$ cat src/rtl/fp_normalizer_if.sv
// Handshake bundle between the adder datapath, the normalizer and the rounder.
// The slave side is the normalizer itself; the master side drives operands and consumes results.
interface fp_normalizer_if;
    logic        in_valid;
    logic        in_ready;
    logic        in_sign;
    logic [7:0]  in_exp;
    logic [26:0] in_mant;
    logic [2:0]  in_frm;
    logic        out_valid;
    logic        out_ready;
    logic        out_sign;
    logic [7:0]  out_exp;
    logic [24:0] out_fraction;
    logic [2:0]  out_frm;
    logic        out_overflow;
    logic        out_underflow;

    modport slave (
        input  in_valid, in_sign, in_exp, in_mant, in_frm, out_ready,
        output in_ready, out_valid, out_sign, out_exp, out_fraction,
        output out_frm, out_overflow, out_underflow
    );

    modport master (
        output in_valid, in_sign, in_exp, in_mant, in_frm, out_ready,
        input  in_ready, out_valid, out_sign, out_exp, out_fraction,
        input  out_frm, out_overflow, out_underflow
    );
endinterface

$ cat src/rtl/fp_normalizer.sv
// Post-add normalizer: one-bit right shift on carry-out, iterative left shift
// until the hidden bit is set or the exponent bottoms out at the denormal range.
module fp_normalizer (
    input  logic           CLK,
    input  logic           nRST,
    fp_normalizer_if.slave bus
);
    typedef enum logic [1:0] {IDLE, SHIFT, DONE} state_t;

    state_t      r_state, w_state;
    logic        r_sign,  w_sign;
    logic [7:0]  r_exp,   w_exp;
    logic [26:0] r_mant,  w_mant;
    logic [2:0]  r_frm,   w_frm;
    logic        r_o_sign, w_o_sign;
    logic [7:0]  r_o_exp,  w_o_exp;
    logic [24:0] r_o_frac, w_o_frac;
    logic [2:0]  r_o_frm,  w_o_frm;
    logic        r_o_ovf,  w_o_ovf;
    logic        r_o_unf,  w_o_unf;
    logic [24:0] w_rsh;

    // Sticky folds in the old guard so no discarded bit is lost.
    assign w_rsh = {r_mant[25:3], r_mant[2], r_mant[1] | r_mant[0]};

    always_ff @(posedge CLK or negedge nRST) begin
        if (!nRST) begin
            r_state  <= IDLE;
            r_sign   <= 1'b0;
            r_exp    <= 8'd0;
            r_mant   <= 27'd0;
            r_frm    <= 3'd0;
            r_o_sign <= 1'b0;
            r_o_exp  <= 8'd0;
            r_o_frac <= 25'd0;
            r_o_frm  <= 3'd0;
            r_o_ovf  <= 1'b0;
            r_o_unf  <= 1'b0;
        end else begin
            r_state  <= w_state;
            r_sign   <= w_sign;
            r_exp    <= w_exp;
            r_mant   <= w_mant;
            r_frm    <= w_frm;
            r_o_sign <= w_o_sign;
            r_o_exp  <= w_o_exp;
            r_o_frac <= w_o_frac;
            r_o_frm  <= w_o_frm;
            r_o_ovf  <= w_o_ovf;
            r_o_unf  <= w_o_unf;
        end
    end

    always_comb begin
        w_state  = r_state;
        w_sign   = r_sign;
        w_exp    = r_exp;
        w_mant   = r_mant;
        w_frm    = r_frm;
        w_o_sign = r_o_sign;
        w_o_exp  = r_o_exp;
        w_o_frac = r_o_frac;
        w_o_frm  = r_o_frm;
        w_o_ovf  = r_o_ovf;
        w_o_unf  = r_o_unf;
        case (r_state)
            IDLE: begin
                if (bus.in_valid) begin
                    w_sign  = bus.in_sign;
                    w_exp   = bus.in_exp;
                    w_mant  = bus.in_mant;
                    w_frm   = bus.in_frm;
                    w_state = SHIFT;
                end
            end
            SHIFT: begin
                w_o_sign = r_sign;
                w_o_frm  = r_frm;
                w_o_ovf  = 1'b0;
                w_o_unf  = 1'b0;
                w_state  = DONE;
                // Exponent only decreases while here, so 255 means 255 at capture.
                if (r_mant == 27'd0) begin
                    w_o_exp  = 8'd0;
                    w_o_frac = 25'd0;
                end else if (r_exp == 8'hFF) begin
                    w_o_exp  = 8'hFF;
                    w_o_frac = r_mant[24:0];
                end else if (r_mant[26]) begin
                    if (r_exp == 8'hFE) begin
                        w_o_exp  = 8'hFF;
                        w_o_frac = 25'd0;
                        w_o_ovf  = 1'b1;
                    end else begin
                        w_o_exp  = r_exp + 8'd1;
                        w_o_frac = w_rsh;
                    end
                end else if (r_mant[25]) begin
                    w_o_exp  = (r_exp == 8'd0) ? 8'd1 : r_exp;
                    w_o_frac = r_mant[24:0];
                end else if (r_exp > 8'd1) begin
                    w_mant  = {r_mant[25:0], 1'b0};
                    w_exp   = r_exp - 8'd1;
                    w_state = SHIFT;
                end else begin
                    w_o_exp  = 8'd0;
                    w_o_frac = r_mant[24:0];
                    w_o_unf  = 1'b1;
                end
            end
            DONE: begin
                if (bus.out_ready) begin
                    w_state = IDLE;
                end
            end
            default: w_state = IDLE;
        endcase
    end

    assign bus.in_ready      = (r_state == IDLE);
    assign bus.out_valid     = (r_state == DONE);
    assign bus.out_sign      = r_o_sign;
    assign bus.out_exp       = r_o_exp;
    assign bus.out_fraction  = r_o_frac;
    assign bus.out_frm       = r_o_frm;
    assign bus.out_overflow  = r_o_ovf;
    assign bus.out_underflow = r_o_unf;
endmodule

$ cat src/flat_wrapper.sv
// flat-port wrapper written by rule: the top's interface ports become plain ports
module fp_normalizer_flat 
  (CLK, nRST, bus_in_valid, bus_in_sign, bus_in_exp, bus_in_mant, bus_in_frm, bus_out_ready, bus_in_ready, bus_out_valid, bus_out_sign, bus_out_exp, bus_out_fraction, bus_out_frm, bus_out_overflow, bus_out_underflow);
  fp_normalizer_if bus_i ();
  input  logic CLK;
  input  logic nRST;
  input wire logic [$bits(bus_i.in_valid)-1:0] bus_in_valid;
  input wire logic [$bits(bus_i.in_sign)-1:0] bus_in_sign;
  input wire logic [$bits(bus_i.in_exp)-1:0] bus_in_exp;
  input wire logic [$bits(bus_i.in_mant)-1:0] bus_in_mant;
  input wire logic [$bits(bus_i.in_frm)-1:0] bus_in_frm;
  input wire logic [$bits(bus_i.out_ready)-1:0] bus_out_ready;
  output wire logic [$bits(bus_i.in_ready)-1:0] bus_in_ready;
  output wire logic [$bits(bus_i.out_valid)-1:0] bus_out_valid;
  output wire logic [$bits(bus_i.out_sign)-1:0] bus_out_sign;
  output wire logic [$bits(bus_i.out_exp)-1:0] bus_out_exp;
  output wire logic [$bits(bus_i.out_fraction)-1:0] bus_out_fraction;
  output wire logic [$bits(bus_i.out_frm)-1:0] bus_out_frm;
  output wire logic [$bits(bus_i.out_overflow)-1:0] bus_out_overflow;
  output wire logic [$bits(bus_i.out_underflow)-1:0] bus_out_underflow;
  assign bus_i.in_valid = bus_in_valid;
  assign bus_i.in_sign = bus_in_sign;
  assign bus_i.in_exp = bus_in_exp;
  assign bus_i.in_mant = bus_in_mant;
  assign bus_i.in_frm = bus_in_frm;
  assign bus_i.out_ready = bus_out_ready;
  assign bus_in_ready = bus_i.in_ready;
  assign bus_out_valid = bus_i.out_valid;
  assign bus_out_sign = bus_i.out_sign;
  assign bus_out_exp = bus_i.out_exp;
  assign bus_out_fraction = bus_i.out_fraction;
  assign bus_out_frm = bus_i.out_frm;
  assign bus_out_overflow = bus_i.out_overflow;
  assign bus_out_underflow = bus_i.out_underflow;
  fp_normalizer u_core (.CLK(CLK), .nRST(nRST), .bus(bus_i));
endmodule
$ cat config.mk
export PLATFORM = sky130hd
export DESIGN_NAME = fp_normalizer_flat
export DESIGN_NICKNAME = d
export VERILOG_FILES = /design/src/rtl/fp_normalizer_if.sv /design/src/rtl/fp_normalizer.sv /design/src/flat_wrapper.sv
export SDC_FILE = /design/constraint.sdc
export NUM_CORES = 1
export LEC_CHECK = 0
export BUFFER_PORTS_ARGS = -buffer_cell sky130_fd_sc_hd__buf_4
export CAP_MARGIN = 5
export CORE_UTILIZATION = 40
export DETAILED_ROUTE_END_ITERATION = 6
export GPL_ROUTABILITY_DRIVEN = 0
export HOLD_SLACK_MARGIN = 0.08
export PLACE_DENSITY = 0.57
export SLEW_MARGIN = 20
export SYNTH_ARGS = -nofsm -noshare
export SYNTH_HDL_FRONTEND = slang
export SYNTH_SLANG_ARGS = --single-unit
$ cat constraint.sdc
create_clock -name CLK -period 3.18 [get_ports CLK]
set_input_delay 0.636 -clock CLK [delete_from_list [all_inputs] [get_ports CLK]]
set_output_delay 0.636 -clock CLK [all_outputs]
set_load 0.01 [all_outputs]
==> results of run 1 <==
[cell type report]
class                      instances  area share
timing repair buffer              92       0.136
clock inverter                     4      0.0149
multi-input combinational        263       0.391
tap                              136      0.0332
inverter                           8     0.00587
clock buffer                      12      0.0283
sequential                        80       0.391
[sequential cells by signal, summed over array words and instances (netlist names), 2 cells and up]
name,flops
u_core.bus.out_exp,8
u_core.r_frm,3
u_core.bus.out_fraction,25
u_core.r_mant,27
u_core.r_exp,8
u_core.bus.out_frm,3
u_core.r_state,2
[synthesized netlist by cell type (all sizes together)]
library cell / instances / share of area
nand2: 39 / 0.035
and2: 1 / 0.0015
a311oi: 4 / 0.0083
o311a: 1 / 0.0024
a32oi: 1 / 0.0021
o211ai: 1 / 0.0018
inv: 8 / 0.0071
dfrtp: 80 / 0.47
a31oi: 2 / 0.0030
clkbuf: 14 / 0.012
nand4: 4 / 0.0059
a41oi: 1 / 0.0021
and4: 4 / 0.0089
a211oi: 7 / 0.014
o2bb2ai: 32 / 0.066
mux2: 24 / 0.084
o21a: 2 / 0.0053
or3: 1 / 0.0015
nand2b: 2 / 0.0030
nor3: 8 / 0.015
o31ai: 2 / 0.0036
a21oi: 7 / 0.0083
a21boi: 2 / 0.0062
o22ai: 2 / 0.0030
o21ai: 11 / 0.013
nor3b: 1 / 0.0018
and3: 3 / 0.0044
a22o: 24 / 0.050
nor2b: 2 / 0.0030
nand3: 8 / 0.0095
nor4: 7 / 0.010
or2: 1 / 0.0015
a31o: 3 / 0.0062
buf: 19 / 0.034
ha: 5 / 0.015
o41ai: 1 / 0.0021
o32ai: 1 / 0.0021
a22oi: 26 / 0.046
mux2i: 2 / 0.0047
nor2: 17 / 0.015
a21o: 3 / 0.0053
a41o: 1 / 0.0024
[per-stage QoR]
stage          area, sq um  hold WS (ps)  setup slack (ps)  std cells   util
3_5_place_dp          4890           454               591        579  0.476
4_1_cts               5120           457               578        595  0.498
2_1_floorplan         4230           340               915        384      -
5_1_grt               5120           376               444        595  0.498
6_report              5120           307               529        595  0.498
3_3_place_gp          4890           447               701        579  0.476
[placed cells by master, fill, tap and decap left out, types with 3 or more instances in the layout]
cell type  Yosys  layout
o21ai_0       10      10
nor3_1         5       5
and3_1         3       3
a22oi_1       26      26
buf_4          2      91
nand3_1        8       8
dfrtp_1       80      80
inv_1          7       7
a21o_1         3       3
ha_1           5       5
nand4_1        4       4
clkbuf_8       0      10
and4_1         3       3
nand2_1       38      38
a211oi_1       6       6
mux2_4        23      23
nor2_1        17      17
nor4_1         7       7
a22o_1        24      24
a311oi_1       4       4
a31o_2         3       3
o2bb2ai_1     32      32
a21oi_1        7       7
[layer usage]
metal | track usage | up-vias | wire length (um)
met5 | 0 | - | 0
met4 | 0.0664 | 0 | 99
met3 | 0.0324 | 9 | 420
met2 | 0.301 | 75 | 4790
met1 | 0.298 | 1601 | 5260
li1 | - | 1609 | -
[logic make-up (layout without fill, tap and decap cells)]
group                      count (synthesis)  in the layout  share of synthesized area
AOI/OAI and AO/OA                        134            134                      0.253
DFF                                       80             80                      0.474
adders and majority gates                  5              5                     0.0148
and+or+nand+nor                           98             98                      0.116
muxes                                     26             26                     0.0891
buffers and inverters                     41            116                     0.0533
[path summary, 6_finish.rpt]
path / from / endpoint / slack [ps] / cells after the start
worst max register to register: u_core.r_exp[0]$_DFFE_PN0P_ / u_core.r_mant[21]$_DFFE_PN0P_ / 530 / 7
worst max-delay path: u_core.r_exp[0]$_DFFE_PN0P_ / u_core.r_mant[21]$_DFFE_PN0P_ / 530 / 7
min in group CLK: u_core.r_frm[2]$_DFFE_PN0P_ / u_core.bus.out_frm[2]$_DFFE_PN0P_ / 470 / 2
max in group asynchronous: nRST / u_core.r_exp[0]$_DFFE_PN0P_ / 2350 / 1
worst min-delay path: nRST / u_core.bus.out_frm[0]$_DFFE_PN0P_ / 310 / 1
worst min register to register: u_core.r_frm[2]$_DFFE_PN0P_ / u_core.bus.out_frm[2]$_DFFE_PN0P_ / 470 / 2
[where the power goes]
part           switching [mW]  internal (mW)
combinational            1.31           1.35
sequential              0.569           1.47
clock                   0.377          0.468
==> impl_metrics.ini, run 1 <==
[run_status]
status = finished clean

[routing]
viasPerCell = 5.54
post_drt_wl_per_cell_um = 17.8
drtIter0Drc = 154
ant_nets = 0
drt_wl_total_um = 10600
drc_errors = 0
drt_first_pass_iters = 5
vias = 3294

[worst_setup_path]
critPathMaxStageDelay_ps = 540
cp_data_arrival_time_ps = 2890
path_delay_family = compound AO/OA/AOI/OAI gates
worstSetupPathType = register to register
worstPathCellList = inv_1, ha_1, or2_1, a31o_2, nand2_2, o21a_4, mux2_4
crit_required_ps = 3410
endpoint_kind = register
path_buf_inv = 1
crit_path_top_delay_cell = dfrtp_1
cp-start-kind = register
worstPathMaxFanout = 30

[power_and_ir_drop]
vdd_ir_drop_max_mv = 0.392
total_power_mw = 5.55
p_leak_nw = 2.32
p_per_area_mw_per_mm2 = 1080

[die]
pin_count = 84
chipHeight_um = 105
fp-row-count = 37
die_width_um = 105
start_util = 0.411
die-area_sq_mm = 0.0110
core_sq_mm = 0.0103

[clocking]
cts_tree = built
cts_buffer_depth = 2
cts_buffers = 9
clock-sinks = 80
cts_root_buffer = clkbuf_8
cts_resized = 0
clk_pin_slew_worst_paths_ps = 80
ctsHoldBuffers = 0
clk_latency_ps = 350
cts_setup_buffers = 0
htreeDepth = 3

[final_layout]
register_area_sq_mm = 0.00200
multi_input_area_sq_mm = 0.00200
area_growth_pct = 21.2
drive_gt1_frac = 0.309
diodes = 0
nets = 502
fillers = 983

[timing]
setup_viol = 0
setup_tns_ps = 0
slew_violations = 0
finalCriticalPeriod_ps = 2650
max_slew_margin = 0.508
max_freq_mhz = 377
hold_viol = 0
rsz0062_at_grt = false
fin_crit_sh = 0.834
worstMarginPinSlew_ps = 739
skew_ps = 11.1

[hold_path]
worst_hold_path_type = input port to async pin

[synth]
synth_cell_types = 56
synth_cells = 384
syn-cell-area_sq_mm = 0.00423
syn_avg_cell_area_sq_um = 11.0
ys_ff_latch = 80
yosys_warnings = 0
ys_seq_area_frac = 0.474
synth.net_count = 432

[placed_design]
portBuffers = 83
dp_hpwl_um = 7000

[global_route]
antenna_found_initial = 0
grt_max_degree = 81
grt-ovfl-total = 0
first_global_vias = 3223
grt_pass1_wl_um = 17400
grt_usage = 0.202

[flow_run]
cap_violations = 0
No activity file was read; power rests on OpenSTA's default activity.
==> run 2: changes to the inputs <==
--- a/config.mk
+++ b/config.mk
@@ -11,7 +11,7 @@
 export DETAILED_ROUTE_END_ITERATION = 6
 export GPL_ROUTABILITY_DRIVEN = 0
 export HOLD_SLACK_MARGIN = 0.08
-export PLACE_DENSITY = 0.57
+export PLACE_DENSITY = 0.59
 export SLEW_MARGIN = 20
 export SYNTH_ARGS = -nofsm -noshare
 export SYNTH_HDL_FRONTEND = slang
==> constraint.sdc (replaced) <==
create_clock -name CLK -period 2.33 [get_ports CLK]
set_input_delay 0.466 -clock CLK [delete_from_list [all_inputs] [get_ports CLK]]
set_output_delay 0.466 -clock CLK [all_outputs]
set_load 0.01 [all_outputs]
==> impl_metrics.ini, run 2 (synthesis gave the netlist of run 1 again) <==
[final_layout]
nets = 517
area_growth_pct = 24.7
mostFrequentLayoutCells = 101 x buf_4, 79 x dfrtp_1, 38 x nand2_1
drive_gt1_frac = 0.334
instances_no_fill = 609
diodes = 0
layout_commonest_cell = buf_4
largest_reg_flops = 27
fin_area_sq_mm = 0.00527
regMostFlops = u_core.r_mant
final_util = 0.513
fillers = 975

[worst_setup_path]
worstPathCellList = inv_1, ha_1, or2_1, a31o_2, nand2_2, o21a_4, buf_12, mux2_4
cp_data_arrival_time_ps = 2420
worstSetupPathType = register to register
endpoint_kind = register
worstPathMaxFanout = 16
crit_required_ps = 2560
ff2ff_setup_slack_ps = 140
path_buf_inv = 2
crit_path_top_delay_cell = dfrtp_1
path_delay_family = flip-flops
critPathMaxStageDelay_ps = 430
cp-start-kind = register

[placed_design]
dp_hpwl_um = 7570
pre_cts_ws_ps = 125
portBuffers = 83
dpl_cell_area_sq_mm = 0.00506
place_inst = 593

[flow_run]
cap_violations = 0

[global_route]
grt_max_degree = 41
antenna_found_initial = 0
grt-ovfl-total = 0
grt_pass1_wl_um = 18000
first_global_vias = 3418
grt_usage = 0.209

[timing]
worstMarginPinSlew_ps = 621
hold_viol = 0
setup_tns_ps = 0
max_freq_mhz = 457
max_slew_margin = 0.586
setup_viol = 0
skew_ps = 16.4
finalCriticalPeriod_ps = 2190
fin_crit_sh = 0.940
rsz0062_at_grt = false
slew_violations = 0
finalWorstSetupSlack_ps = 140

[routing]
post_drt_wl_per_cell_um = 18.1
ant_nets = 0
drt_first_pass_iters = 4
vias = 3485
viasPerCell = 5.72
drt_wl_total_um = 11000
drtIter0Drc = 214
drc_errors = 0

[clocking]
cts_buffers = 9
cts_buffer_depth = 2
clk_latency_ps = 350
clock-sinks = 80
htreeDepth = 3
cts_tree = built
cts_setup_buffers = 0
cts_root_buffer = clkbuf_8
clk_pin_slew_worst_paths_ps = 90

[run_status]
status = finished clean

[power_and_ir_drop]
vdd_ir_drop_max_mv = 0.621
p_leak_nw = 2.40
p_per_area_mw_per_mm2 = 1480

[die]
fp-row-count = 37
pin_count = 84
die-area_sq_mm = 0.0110
core_sq_mm = 0.0103
chipHeight_um = 105
die_width_um = 105
start_util = 0.411

[hold_path]
worst_hold_path_type = input port to register
-- run 2: cell count changes in the layout (fill, tap and decap cells not counted), moves of 2 or more --
| cell | change |
|---|---|
| buf_4 | +10 |
| buf_12 | +5 |
| clkinv_2 | +2 |
| clkbuf_1 | -2 |
-- run 2: path summary, 6_finish.rpt --
kind / end / cells past startpoint / start
setup reg to reg: u_core.r_mant[2]$_DFFE_PN0P_ / 8 / u_core.r_exp[0]$_DFFE_PN0P_
max in group asynchronous: u_core.bus.out_fraction[5]$_DFFE_PN0P_ / 3 / nRST
min in group asynchronous: u_core.r_frm[0]$_DFFE_PN0P_ / 2 / nRST
hold reg to reg: u_core.bus.out_frm[1]$_DFFE_PN0P_ / 2 / u_core.r_frm[1]$_DFFE_PN0P_
hold / removal: u_core.r_frm[0]$_DFFE_PN0P_ / 3 / bus_in_frm[0]
setup / recovery: u_core.r_mant[2]$_DFFE_PN0P_ / 8 / u_core.r_exp[0]$_DFFE_PN0P_
-- run 2: repair_timing --
| action | 4_1_cts | 5_1_grt |
|---|---|---|
| endpoints found under the hold margin | 32 | 0 |
| hold buffers | 1 | 0 |
| setup endpoints to repair | 0 | 16 |
| resized for setup | 0 | 1 |
-- run 2: final cells by class --
class                           instances  area [sq um]  share of cell area
Clock buffer                           10           138              0.0261
Timing Repair Buffer                  107           868               0.165
Clock inverter                          5          56.3              0.0107
Sequential cell                        80          2000               0.380
Tap cell                              136           170              0.0323
Inverter                                8          30.0             0.00570
Multi-Input combinational cell        263          2000               0.380
-- run 2: worst min-delay path, cell delays in order --
cell	delay, ps
buf_4	80
nand2_1	40
nand2_1	40
-- run 2: routing by layer --
layer	global-route usage	wire, um	part of all wire	vias up
met5	0	0	0	-
met4	0.0885	225	0.020	0
met3	0.0368	542	0.049	23
met2	0.300	4960	0.45	119
met1	0.308	5280	0.48	1712
li1	-	-	-	1631
-- run 2: through the flow --
stage | total power, mW | hold WS (ps)
CTS | 7.83 | 282
global route | 8.32 | 290
floorplan | 5.39 | 170
detailed placement | 6.73 | 442
finish | 7.78 | 299
global placement | 6.65 | 443
-- run 2: report_power, final --
group	total (mW)	switching (mW)	internal, mW	leakage (nW)
Clock	1.05	0.530	0.519	0.0985
Combinational	4.04	1.97	2.07	1.30
Sequential	2.69	0.674	2.02	0.999
Total	7.78	3.17	4.61	2.40
==> run 3: changes to the inputs <==
--- a/config.mk
+++ b/config.mk
@@ -6,12 +6,12 @@
 export NUM_CORES = 1
 export LEC_CHECK = 0
 export BUFFER_PORTS_ARGS = -buffer_cell sky130_fd_sc_hd__buf_4
-export CAP_MARGIN = 5
-export CORE_UTILIZATION = 40
+export CAP_MARGIN = 20
+export CORE_UTILIZATION = 50
 export DETAILED_ROUTE_END_ITERATION = 6
 export GPL_ROUTABILITY_DRIVEN = 0
 export HOLD_SLACK_MARGIN = 0.08
-export PLACE_DENSITY = 0.59
+export PLACE_DENSITY = 0.72
 export SLEW_MARGIN = 20
 export SYNTH_ARGS = -nofsm -noshare
 export SYNTH_HDL_FRONTEND = slang
==> constraint.sdc (replaced) <==
create_clock -name CLK -period 2.33 [get_ports CLK]
set_input_delay 0 -clock CLK [delete_from_list [all_inputs] [get_ports CLK]]
set_output_delay 0 -clock CLK [all_outputs]
set_load 0.01 [all_outputs]
==> impl_metrics.ini, run 3 (synthesis gave the netlist of run 1 again) <==
[die]
chipHeight_um = 93.9
die-area_sq_mm = 0.00882
fp-row-count = 33
core_sq_mm = 0.00822
start_util = 0.514
die_width_um = 93.9
pin_count = 84

[routing]
viasPerCell = 5.92
post_drt_wl_per_cell_um = 17.7
drc_errors = 0
drt_first_pass_iters = 5
vias = 3665
ant_nets = 0
drtIter0Drc = 197
drt_wl_total_um = 11000

[worst_setup_path]
path_delay_family = compound AO/OA/AOI/OAI gates
worstSetupPathType = register to register
cp_data_arrival_time_ps = 2470
worstPathMaxFanout = 16
crit_path_top_delay_cell = dfrtp_2
path_buf_inv = 2
endpoint_kind = register
cp-start-kind = register
worstPathCellList = inv_1, ha_1, or2_1, a31o_2, nand2_2, o21a_4, buf_12, mux2_4
critPathMaxStageDelay_ps = 420
crit_required_ps = 2570

[placed_design]
portBuffers = 83
dp_hpwl_um = 7130
pre_cts_ws_ps = 72.0

[timing]
max_slew_margin = 0.503
setup_viol = 0
worstMarginPinSlew_ps = 746
setup_tns_ps = 0
slew_violations = 0
max_freq_mhz = 448
skew_ps = 11.7
hold_viol = 0
rsz0062_at_grt = false
finalCriticalPeriod_ps = 2230
fin_crit_sh = 0.958
finalWorstSetupSlack_ps = 97.3

[final_layout]
largest_reg_flops = 27
regMostFlops = u_core.r_mant
register_area_sq_mm = 0.00200
area_growth_pct = 34.2
nets = 557
drive_gt1_frac = 0.313
multi_input_area_sq_mm = 0.00200
fillers = 616
layout_commonest_cell = buf_4
mostFrequentLayoutCells = 103 x buf_4, 78 x dfrtp_1, 39 x dlygate4sd3_1
diodes = 0

[clocking]
cts_buffer_depth = 2
clk_latency_ps = 360
cts_buffers = 9
clk_pin_slew_worst_paths_ps = 90
cts_tree = built
clock-sinks = 80
cts_root_buffer = clkbuf_8
htreeDepth = 3

[global_route]
grt_usage = 0.263
grt_max_degree = 81
antenna_found_initial = 0
grt_pass1_wl_um = 17800
grt-ovfl-total = 0
first_global_vias = 3643

[hold_path]
worst_hold_path_type = input port to register

[power_and_ir_drop]
p_leak_nw = 2.59
p_per_area_mw_per_mm2 = 1430
vdd_ir_drop_max_mv = 0.633

[flow_run]
cap_violations = 0

[run_status]
status = finished clean
[run 3: final cells by class]
class | instances | area share
Timing Repair Buffer | 147 | 0.221
Multi-Input combinational cell | 263 | 0.352
Inverter | 8 | 0.00530
Clock inverter | 7 | 0.0223
Tap cell | 105 | 0.0232
Sequential cell | 80 | 0.354
Clock buffer | 9 | 0.0218
[run 3: what timing repair did]
item | in CTS | in global routing
setup buffers | 0 | 2
gates resized for setup | 0 | 2
hold endpoints to repair | 118 | 0
hold buffers | 39 | 0
setup endpoints to repair | 0 | 23
[run 3: worst paths after layout]
kind                                             start                                 to  slack (ps)  cells after the start
setup / recovery           u_core.r_exp[1]$_DFFE_PN0P_       u_core.r_mant[2]$_DFFE_PN0P_         100                      8
hold / removal                           bus_in_exp[6]        u_core.r_exp[6]$_DFFE_PN0P_         110                      4
setup reg to reg           u_core.r_exp[1]$_DFFE_PN0P_       u_core.r_mant[2]$_DFFE_PN0P_         100                      8
hold reg to reg            u_core.r_frm[1]$_DFFE_PN0P_  u_core.bus.out_frm[1]$_DFFE_PN0P_         480                      2
max in group asynchronous                         nRST        u_core.r_exp[1]$_DFFE_PN0P_        1570                      2
min in group asynchronous                         nRST  u_core.bus.out_frm[0]$_DFFE_PN0P_         210                      2
[run 3: metrics by stage]
stage / power (mW) / area (sq um) / std cells / hold slack [ps] / utilization
final: 8.11 / 5670 / 619 / 109 / 0.690
after global routing: 8.64 / 5670 / 619 / 113 / 0.690
after CTS: 8.06 / 5650 / 617 / 94.1 / 0.687
after detailed placement: 6.71 / 5010 / 562 / 196 / 0.609
after global placement: 6.60 / 5010 / 562 / 192 / 0.609
after floorplan: 5.39 / 4230 / 384 / -296 / -
[run 3: worst min-delay path, stage by stage]
cell	delay (ps)
buf_4	70
or3_1	80
o21ai_0	70
nor3_1	190
[run 3: where the power goes]
group          switching, mW  total [mW]  internal, mW
clock                  0.566        1.29         0.727
sequential             0.649        2.67          2.02
combinational           2.01        4.15          2.14
[run 3: layer usage]
layer,wire (um),vias up,part of all wire,GRT usage
met2,5090,135,0.46,0.403
li1,-,1714,-,-
met3,537,23,0.049,0.0372
met1,5100,1793,0.46,0.371
met4,247,0,0.023,0.113
met5,0,-,0,0
